## src/rtl/issue_rat_pkg.sv

```systemverilog
// issue_rat_pkg
//   Shared rename-stage definitions used by issue_rat_freelist, the rename RAT
//   and issue_rat_redeem_queue.
//   PRF_WIDTH : physical register index width
//   FGR_WIDTH : number of physical registers tracked by the freelist (2**PRF_WIDTH)
//   prf_idx_t : physical register index
//   ZERO_PRF  : hard-wired zero mapping, never recycled
package issue_rat_pkg;

    localparam int PRF_WIDTH = 6;
    localparam int FGR_WIDTH = 1 << PRF_WIDTH;

    typedef logic [PRF_WIDTH-1:0] prf_idx_t;

    localparam prf_idx_t ZERO_PRF = '0;

endpackage

```

## src/rtl/issue_rat_prf_bitmap.sv

```systemverilog
// issue_rat_prf_bitmap
//   One presence bit per physical register. Two set ports, one clear port and
//   two combinational test ports reading the registered vector.
//   clk, reset          : clock, synchronous active-high reset (clears all bits)
//   set0_en/set0_idx    : mark a PRF present
//   set1_en/set1_idx    : mark a second PRF present
//   clr_en/clr_idx      : mark a PRF absent (a same-cycle set of that PRF wins)
//   test0_idx/test0_hit : presence lookup, lane 0
//   test1_idx/test1_hit : presence lookup, lane 1
module issue_rat_prf_bitmap #(
    parameter int P_PRF_WIDTH = 6
) (
    input  logic                   clk,
    input  logic                   reset,
    input  logic                   set0_en,
    input  logic [P_PRF_WIDTH-1:0] set0_idx,
    input  logic                   set1_en,
    input  logic [P_PRF_WIDTH-1:0] set1_idx,
    input  logic                   clr_en,
    input  logic [P_PRF_WIDTH-1:0] clr_idx,
    input  logic [P_PRF_WIDTH-1:0] test0_idx,
    input  logic [P_PRF_WIDTH-1:0] test1_idx,
    output logic                   test0_hit,
    output logic                   test1_hit
);

    localparam int N_BITS = 1 << P_PRF_WIDTH;

    logic [N_BITS-1:0] bits_q;
    logic [N_BITS-1:0] bits_d;

    // NOTE: every variable written here gets a default first, otherwise the
    // conditional updates below would infer latches.
    always_comb begin
        bits_d = bits_q;
        // Clear before set: a PRF popped and re-pushed in one cycle stays present.
        if (clr_en)  bits_d[clr_idx]  = 1'b0;
        if (set0_en) bits_d[set0_idx] = 1'b1;
        if (set1_en) bits_d[set1_idx] = 1'b1;
    end

    // NOTE: sequential state uses non-blocking assignments so every flop
    // samples the pre-edge values regardless of process ordering.
    always_ff @(posedge clk) begin
        if (reset) bits_q <= '0;
        else       bits_q <= bits_d;
    end

    assign test0_hit = bits_q[test0_idx];
    assign test1_hit = bits_q[test1_idx];

endmodule

```

## src/rtl/issue_rat_redeem_queue.sv

```systemverilog
// issue_rat_redeem_queue
//   Buffers PRFs released at ROB retirement (up to two per cycle) and drains
//   them one per cycle into the RAT freelist redeem port.
//   clk, reset                       : clock, synchronous active-high reset
//   i_retire_prf0/valid0             : released PRF, lane 0 (older)
//   i_retire_prf1/valid1             : released PRF, lane 1 (younger)
//   o_retire_ready                   : at least two free entries
//   o_redeemed_prf/valid, i_redeemed_ready : head entry toward the freelist
//   o_count                          : registered occupancy
//   o_dup_error                      : sticky, a PRF was pushed while already queued
module issue_rat_redeem_queue
    import issue_rat_pkg::*;
#(
    parameter int P_PRF_WIDTH = PRF_WIDTH,
    parameter int P_DEPTH     = 16,
    parameter bit P_SKIP_ZERO = 1'b1
) (
    input  logic                         clk,
    input  logic                         reset,
    input  logic [P_PRF_WIDTH-1:0]       i_retire_prf0,
    input  logic                         i_retire_valid0,
    input  logic [P_PRF_WIDTH-1:0]       i_retire_prf1,
    input  logic                         i_retire_valid1,
    output logic                         o_retire_ready,
    output logic [P_PRF_WIDTH-1:0]       o_redeemed_prf,
    output logic                         o_redeemed_valid,
    input  logic                         i_redeemed_ready,
    output logic [$clog2(P_DEPTH):0]     o_count,
    output logic                         o_dup_error
);

    localparam int PTR_W = $clog2(P_DEPTH);
    localparam int CNT_W = PTR_W + 1;

    logic [P_PRF_WIDTH-1:0] mem [P_DEPTH];
    logic [PTR_W-1:0]       head_q;
    logic [PTR_W-1:0]       tail_q;
    logic [PTR_W-1:0]       tail_plus1;
    logic [CNT_W-1:0]       count_q;
    logic                   dup_q;

    logic acc0;
    logic acc1;
    logic pop;
    logic hit0;
    logic hit1;
    logic dup_now;

    // Ready looks only at the registered count; a same-cycle pop is not
    // credited, which keeps i_redeemed_ready off the retire path.
    assign o_retire_ready   = (count_q <= CNT_W'(P_DEPTH - 2));
    assign o_redeemed_valid = (count_q != '0);
    assign o_redeemed_prf   = o_redeemed_valid ? mem[head_q] : '0;
    assign o_count          = count_q;
    assign o_dup_error      = dup_q;

    assign acc0 = i_retire_valid0 && o_retire_ready && !(P_SKIP_ZERO && i_retire_prf0 == '0);
    assign acc1 = i_retire_valid1 && o_retire_ready && !(P_SKIP_ZERO && i_retire_prf1 == '0);
    assign pop  = o_redeemed_valid && i_redeemed_ready;

    // Power-of-two depth: pointer arithmetic wraps by truncation.
    assign tail_plus1 = tail_q + 1'b1;

    issue_rat_prf_bitmap #(
        .P_PRF_WIDTH (P_PRF_WIDTH)
    ) u_bitmap (
        .clk       (clk),
        .reset     (reset),
        .set0_en   (acc0),
        .set0_idx  (i_retire_prf0),
        .set1_en   (acc1),
        .set1_idx  (i_retire_prf1),
        .clr_en    (pop),
        .clr_idx   (o_redeemed_prf),
        .test0_idx (i_retire_prf0),
        .test1_idx (i_retire_prf1),
        .test0_hit (hit0),
        .test1_hit (hit1)
    );

    assign dup_now = (acc0 && hit0) || (acc1 && hit1) ||
                     (acc0 && acc1 && (i_retire_prf0 == i_retire_prf1));

    always_ff @(posedge clk) begin
        if (reset) begin
            head_q  <= '0;
            tail_q  <= '0;
            count_q <= '0;
            dup_q   <= 1'b0;
        end else begin
            if (pop) head_q <= head_q + 1'b1;
            tail_q  <= tail_q + PTR_W'(acc0) + PTR_W'(acc1);
            count_q <= count_q + CNT_W'(acc0) + CNT_W'(acc1) - CNT_W'(pop);
            if (dup_now) dup_q <= 1'b1;
        end
    end

    // NOTE: the storage array has no reset; occupancy is tracked by count_q and
    // the output is forced to zero when empty, so stale contents are never seen.
    always_ff @(posedge clk) begin
        if (acc0) mem[tail_q] <= i_retire_prf0;
        if (acc1) mem[acc0 ? tail_plus1 : tail_q] <= i_retire_prf1;
    end

    // Upstream must never present a retirement while the queue is not ready.
    always_ff @(posedge clk) begin
        if (!reset) begin
            assert (o_retire_ready || !(i_retire_valid0 || i_retire_valid1));
        end
    end

endmodule

```

## config.mk

```make
export PLATFORM = sky130hd
export DESIGN_NAME = issue_rat_redeem_queue
export DESIGN_NICKNAME = d
export VERILOG_FILES = /design/src/rtl/issue_rat_pkg.sv /design/src/rtl/issue_rat_prf_bitmap.sv /design/src/rtl/issue_rat_redeem_queue.sv
export SDC_FILE = /design/constraint.sdc
export NUM_CORES = 1
export LEC_CHECK = 0
export BUFFER_PORTS_ARGS = -buffer_cell sky130_fd_sc_hd__buf_2
export CAP_MARGIN = 40
export CELL_PAD_IN_SITES_DETAIL_PLACEMENT = 1
export CELL_PAD_IN_SITES_GLOBAL_PLACEMENT = 2
export CORE_MARGIN = 2
export CORE_UTILIZATION = 30
export DETAILED_ROUTE_END_ITERATION = 16
export GPL_ROUTABILITY_DRIVEN = 0
export PLACE_DENSITY = 0.59
export SETUP_SLACK_MARGIN = 0.15
export SLEW_MARGIN = 25
export SYNTH_ARGS = -nofsm -noshare
export SYNTH_HDL_FRONTEND = slang
export SYNTH_SLANG_ARGS = --single-unit
```

## constraint.sdc

```tcl
create_clock -name clk -period 5.4 [get_ports clk]
set_input_delay 1.08 -clock clk [delete_from_list [all_inputs] [get_ports clk]]
set_output_delay 1.08 -clock clk [all_outputs]
set_load 0.05 [all_outputs]
```

==> impl_summary.txt <==
----------------------------------------------------
[Outcome]
  Run status ... complete, no violations

[Power]
  Internal power component ... 2.72 mW
  IR Drop Worst-Case VDD ... ~0.29 mV
  Switching part of the total power ... around two fifths
  Part of the power in combinational logic ... 37.3%
  Total power divided by cell area ... 393 nW/um^2
  Share of total power in sequential cells ... 35.5%
  Power dissipated by switching net loads ... 1.95 mW
  Leakage power ... around 4 nW
  Clock power frac ... 27.1%

[Global route]
  Initial antenna violation count ... 1
  Global-route wire length before repair ... around 61000 um
  Overall global routing resource usage ... 23.0%
  Pin count of the biggest net entering global routing ... 53
  Grt ovf ... 0
  Vias in the first global route ... 8659

[Detailed routing]
  Number of DRC violations after detailed-routing iteration 0 ... 864
  Mean number of vias per cell ... 5.74
  Wirelength, routed ... between 40000 and 50000 um
  Number of optimization iterations in the first detailed-route pass ... 5
  Post-detailed-route wirelength per cell ... 28.1 um
  DRC violations left ... 0
  Routed Antenna Nets ... 0
  Vias after detailed routing ... 8402

[Worst setup path]
  Critical path buffer and inverter count ... 3
  Critical Path Slowest Stage Cell ... dfxtp_1
  Crit path largest cell delay ... 0.61 ns
  Crit path cell chain ... buf_8, buf_4, mux4_2, mux4_2, and2_1, buf_2
  Worst setup path class ... reg -> out
  Worst reg2reg setup slack ... approximately 1.8 ns
  Most frequent CP cell ... mux4_2
  Critical Path Sink Type ... output port
  Kind of start point of the critical path ... flip-flop
  Kind of cell adding the most delay to the critical path ... multiplexers
  WP data arrival ... around 3.1 ns
  CP required ... 4.32 ns
  CP Max Fanout ... 9
  FF-to-FF path depth ... 9
  Critical path depth in cells ... 6
  Crit Reg-Reg Endpoint ... u_bitmap.bits_q[8]

[Clock tree]
  Hold-fix buffers at CTS ... 0
  Post-CTS Setup Bufs ... 0
  Sink Count ... approximately 180
  Post-CTS Resized ... 0
  Clock root buffer ... clkbuf_16
  Clock buffer depth ... 2
  Clock insertion delay at the later pin of the skew report ... 0.47 ns
  CTS tree ... yes
  Htree depth ... 4
  Clock slew at the register clock pins of the worst setup and hold paths ... approximately 0.07 ns
  Num CTS Buffers ... 17

[Floorplan]
  Number of primary I/O pins ... 31
  Effective utilization at floorplan ... 30.7%
  Die Footprint ... 37000 um^2
  Floorplan row count ... 68
  Area of the core ... 34700 um^2
  Die Y ... 192 um
  Chip Width ... about 190 um

[Hold path]
  Cell depth of the worst min-delay path ... 2
  Hold Path End ... u_bitmap.bits_q[0]
  Min-delay src ... u_bitmap.bits_q[0]
  Class of the tightest hold or removal check ... reg -> reg

[Cells and area]
  Net count reported at finish ... 1030
  Relative area change from synthesis to final layout ... 11.4%
  Finished Core Util ... around a third
  Fraction of layout cells with a size suffix above 1 ... between 20 and 30%
  Number of filler cells placed in the layout ... approximately 3900

[STA]
  Final WS setup ... 1.25 ns
  Max-slew headroom at the worst pin ... 43.3%
  Post-route worst hold slack ... between 0.4 and 0.5 ns
  Fin. Hold Viols ... 0
  Transition time at the pin with the least slew margin ... between 0.8 and 0.9 ns
  Fmax ... around 0.24 GHz
  Total Neg Setup Slack ... 0 ns
  Final worst clock skew ... 0.0126 ns
  Tcrit/Tclk final ... 76.9%
  Final Critical Period ... about 4.2 ns
  Max-slew violation count ... 0
  Endpoints failing setup ... 0
  Unrepaired setup endpoints after global routing ... no

[Synth]
  Cell count after synthesis ... around 1000
  Post-synth EDFFs ... 96
  Netlist cell types ... 74
  Synthesized area per cell ... 10.8 um^2
  Warnings from Yosys ... 0
  Proportion of synthesized chip area in sequential cells ... 42.5%
  Summed instance area of the synthesized netlist ... around 11000 um^2
  Net count after synthesis ... approximately 1000
  Proportion of synthesized flip-flops having asynchronous set or reset ... 0%
  Most used DFF post-synth ... edfxtp_1
  Yosys reg bits ... 178

[Placed design]
  Pre-CTS WS ... 1.17 ns
  Count of port buffers added during placement ... 30
  DP HPWL ... approximately 28000 um

[Job]
  Max-Cap Viols ... 0

----------------------------------------------------
metrics by stage:
stage	instance area, um^2	power (mW)	cells
finish	11900	4.66	1465
global route	11900	4.89	1464
CTS	11800	4.69	1460
detailed placement	11300	3.42	1428
global placement	11200	3.40	1414
floorplan	10600	2.84	986
flip-flops by register name, summed over array words and instances (netlist names), named ones only:
name             cells
mem                 96
u_bitmap.bits_q     64
o_count              5
head_q               4
tail_q               4
o_dup_error          1
tightest hold or removal path: cells and delay by family (launching register included):
kind,cells,cell delay (ns)
flops,1,0.34
simple gates,1,0.08
compound gates,1,0.04
synth_stat cells, types with 4 or more instances:
library cell | n | area share (%)
nand3_1 | 17 | 0.80
nand2_2 | 6 | 0.35
a211oi_1 | 7 | 0.49
clkbuf_1 | 49 | 1.7
xor2_1 | 8 | 0.66
xnor2_1 | 7 | 0.58
nand2_1 | 53 | 1.9
and3_1 | 5 | 0.29
inv_1 | 15 | 0.53
nand2b_1 | 11 | 0.65
a221oi_1 | 9 | 0.74
nor3b_1 | 7 | 0.49
nor2b_1 | 14 | 0.82
mux2_4 | 22 | 3.1
nand3b_1 | 6 | 0.42
o21ai_0 | 86 | 4.0
mux4_2 | 32 | 6.8
and2_1 | 15 | 0.88
buf_1 | 9 | 0.32
a22oi_1 | 64 | 4.5
mux2_2 | 68 | 7.2
mux2i_1 | 38 | 3.6
o21ai_1 | 5 | 0.24
buf_6 | 7 | 0.74
a31oi_1 | 10 | 0.59
nor3_1 | 9 | 0.42
a21oi_1 | 79 | 3.7
o211ai_1 | 6 | 0.42
a32oi_1 | 8 | 0.66
nand2_4 | 4 | 0.42
buf_2 | 13 | 0.61
o21bai_1 | 6 | 0.42
nor2_1 | 42 | 1.5
edfxtp_1 | 96 | 27
ha_1 | 14 | 1.6
dfxtp_1 | 82 | 15
placed cells by master (no fill, tap or decap), types with 7 or more instances in the layout:
master and count:
a211oi_1 7, a21oi_1 79, a221oi_1 9, a22oi_1 64, a31oi_1 10, a32oi_1 8
and2_1 15, buf_2 40, buf_4 28, clkbuf_16 17, dfxtp_1 82, edfxtp_1 96
ha_1 14, inv_1 15, mux2_2 68, mux2_4 22, mux2i_1 38, mux4_2 32
nand2_1 53, nand2b_1 11, nand3_1 17, nor2_1 41, nor2b_1 14, nor3_1 7
nor3b_1 7, o21ai_0 82, o21ai_1 9, xnor2_1 7, xor2_1 8
power groups by stage:
stage                     Clock, mW  Combinational [mW]  Sequential (mW)
final                          1.27                1.74             1.66
after global routing           1.34                1.88             1.67
after CTS                      1.29                1.74             1.66
after detailed placement          0                1.73             1.69
after global placement            0                1.70             1.71
after floorplan                   0                1.15             1.69
metal layers:
layer  vias up  global-route usage (%)  part of all wire, %
met5         -                       0                    0
met4         0                    6.69                  1.7
met3        46                    5.02                  6.4
met2       260                    33.8                   43
met1      4307                    33.7                   49
li1       3789                       -                    -
cells by family after synthesis:
logic type | count (synthesis) | share of synthesized area (%)
flops | 178 | 42.5
compound gates | 306 | 18.4
xor+xnor | 15 | 1.23
mux | 162 | 20.9
simple gates | 206 | 10.3
buf+inv | 102 | 4.47
fa+ha+maj | 17 | 2.21
how the worst max path moves through the flow:
stage | from | to
3_3_place_gp | i_retire_prf0[5] | mem[13][5]
3_5_place_dp | i_retire_prf0[5] | mem[13][5]
4_1_cts | flip-flop | o_redeemed_prf[2]
5_1_grt | flip-flop | o_redeemed_prf[2]
6_report | flip-flop | o_redeemed_prf[1]
2_1_floorplan | o_count[2] | o_redeemed_prf[4]
area by class of cell:
class	count	area, um^2	share of cell area [%]
Multi-Input combinational cell	706	5650	47.7
Sequential cell	178	4520	38.2
Tap cell	455	569	4.80
Timing Repair Buffer	72	457	3.85
Clock buffer	18	429	3.62
Clock inverter	14	133	1.12
Inverter	21	83.8	0.707
Antenna cell	1	2.50	0.0211
No activity file was read; power rests on OpenSTA's default activity.
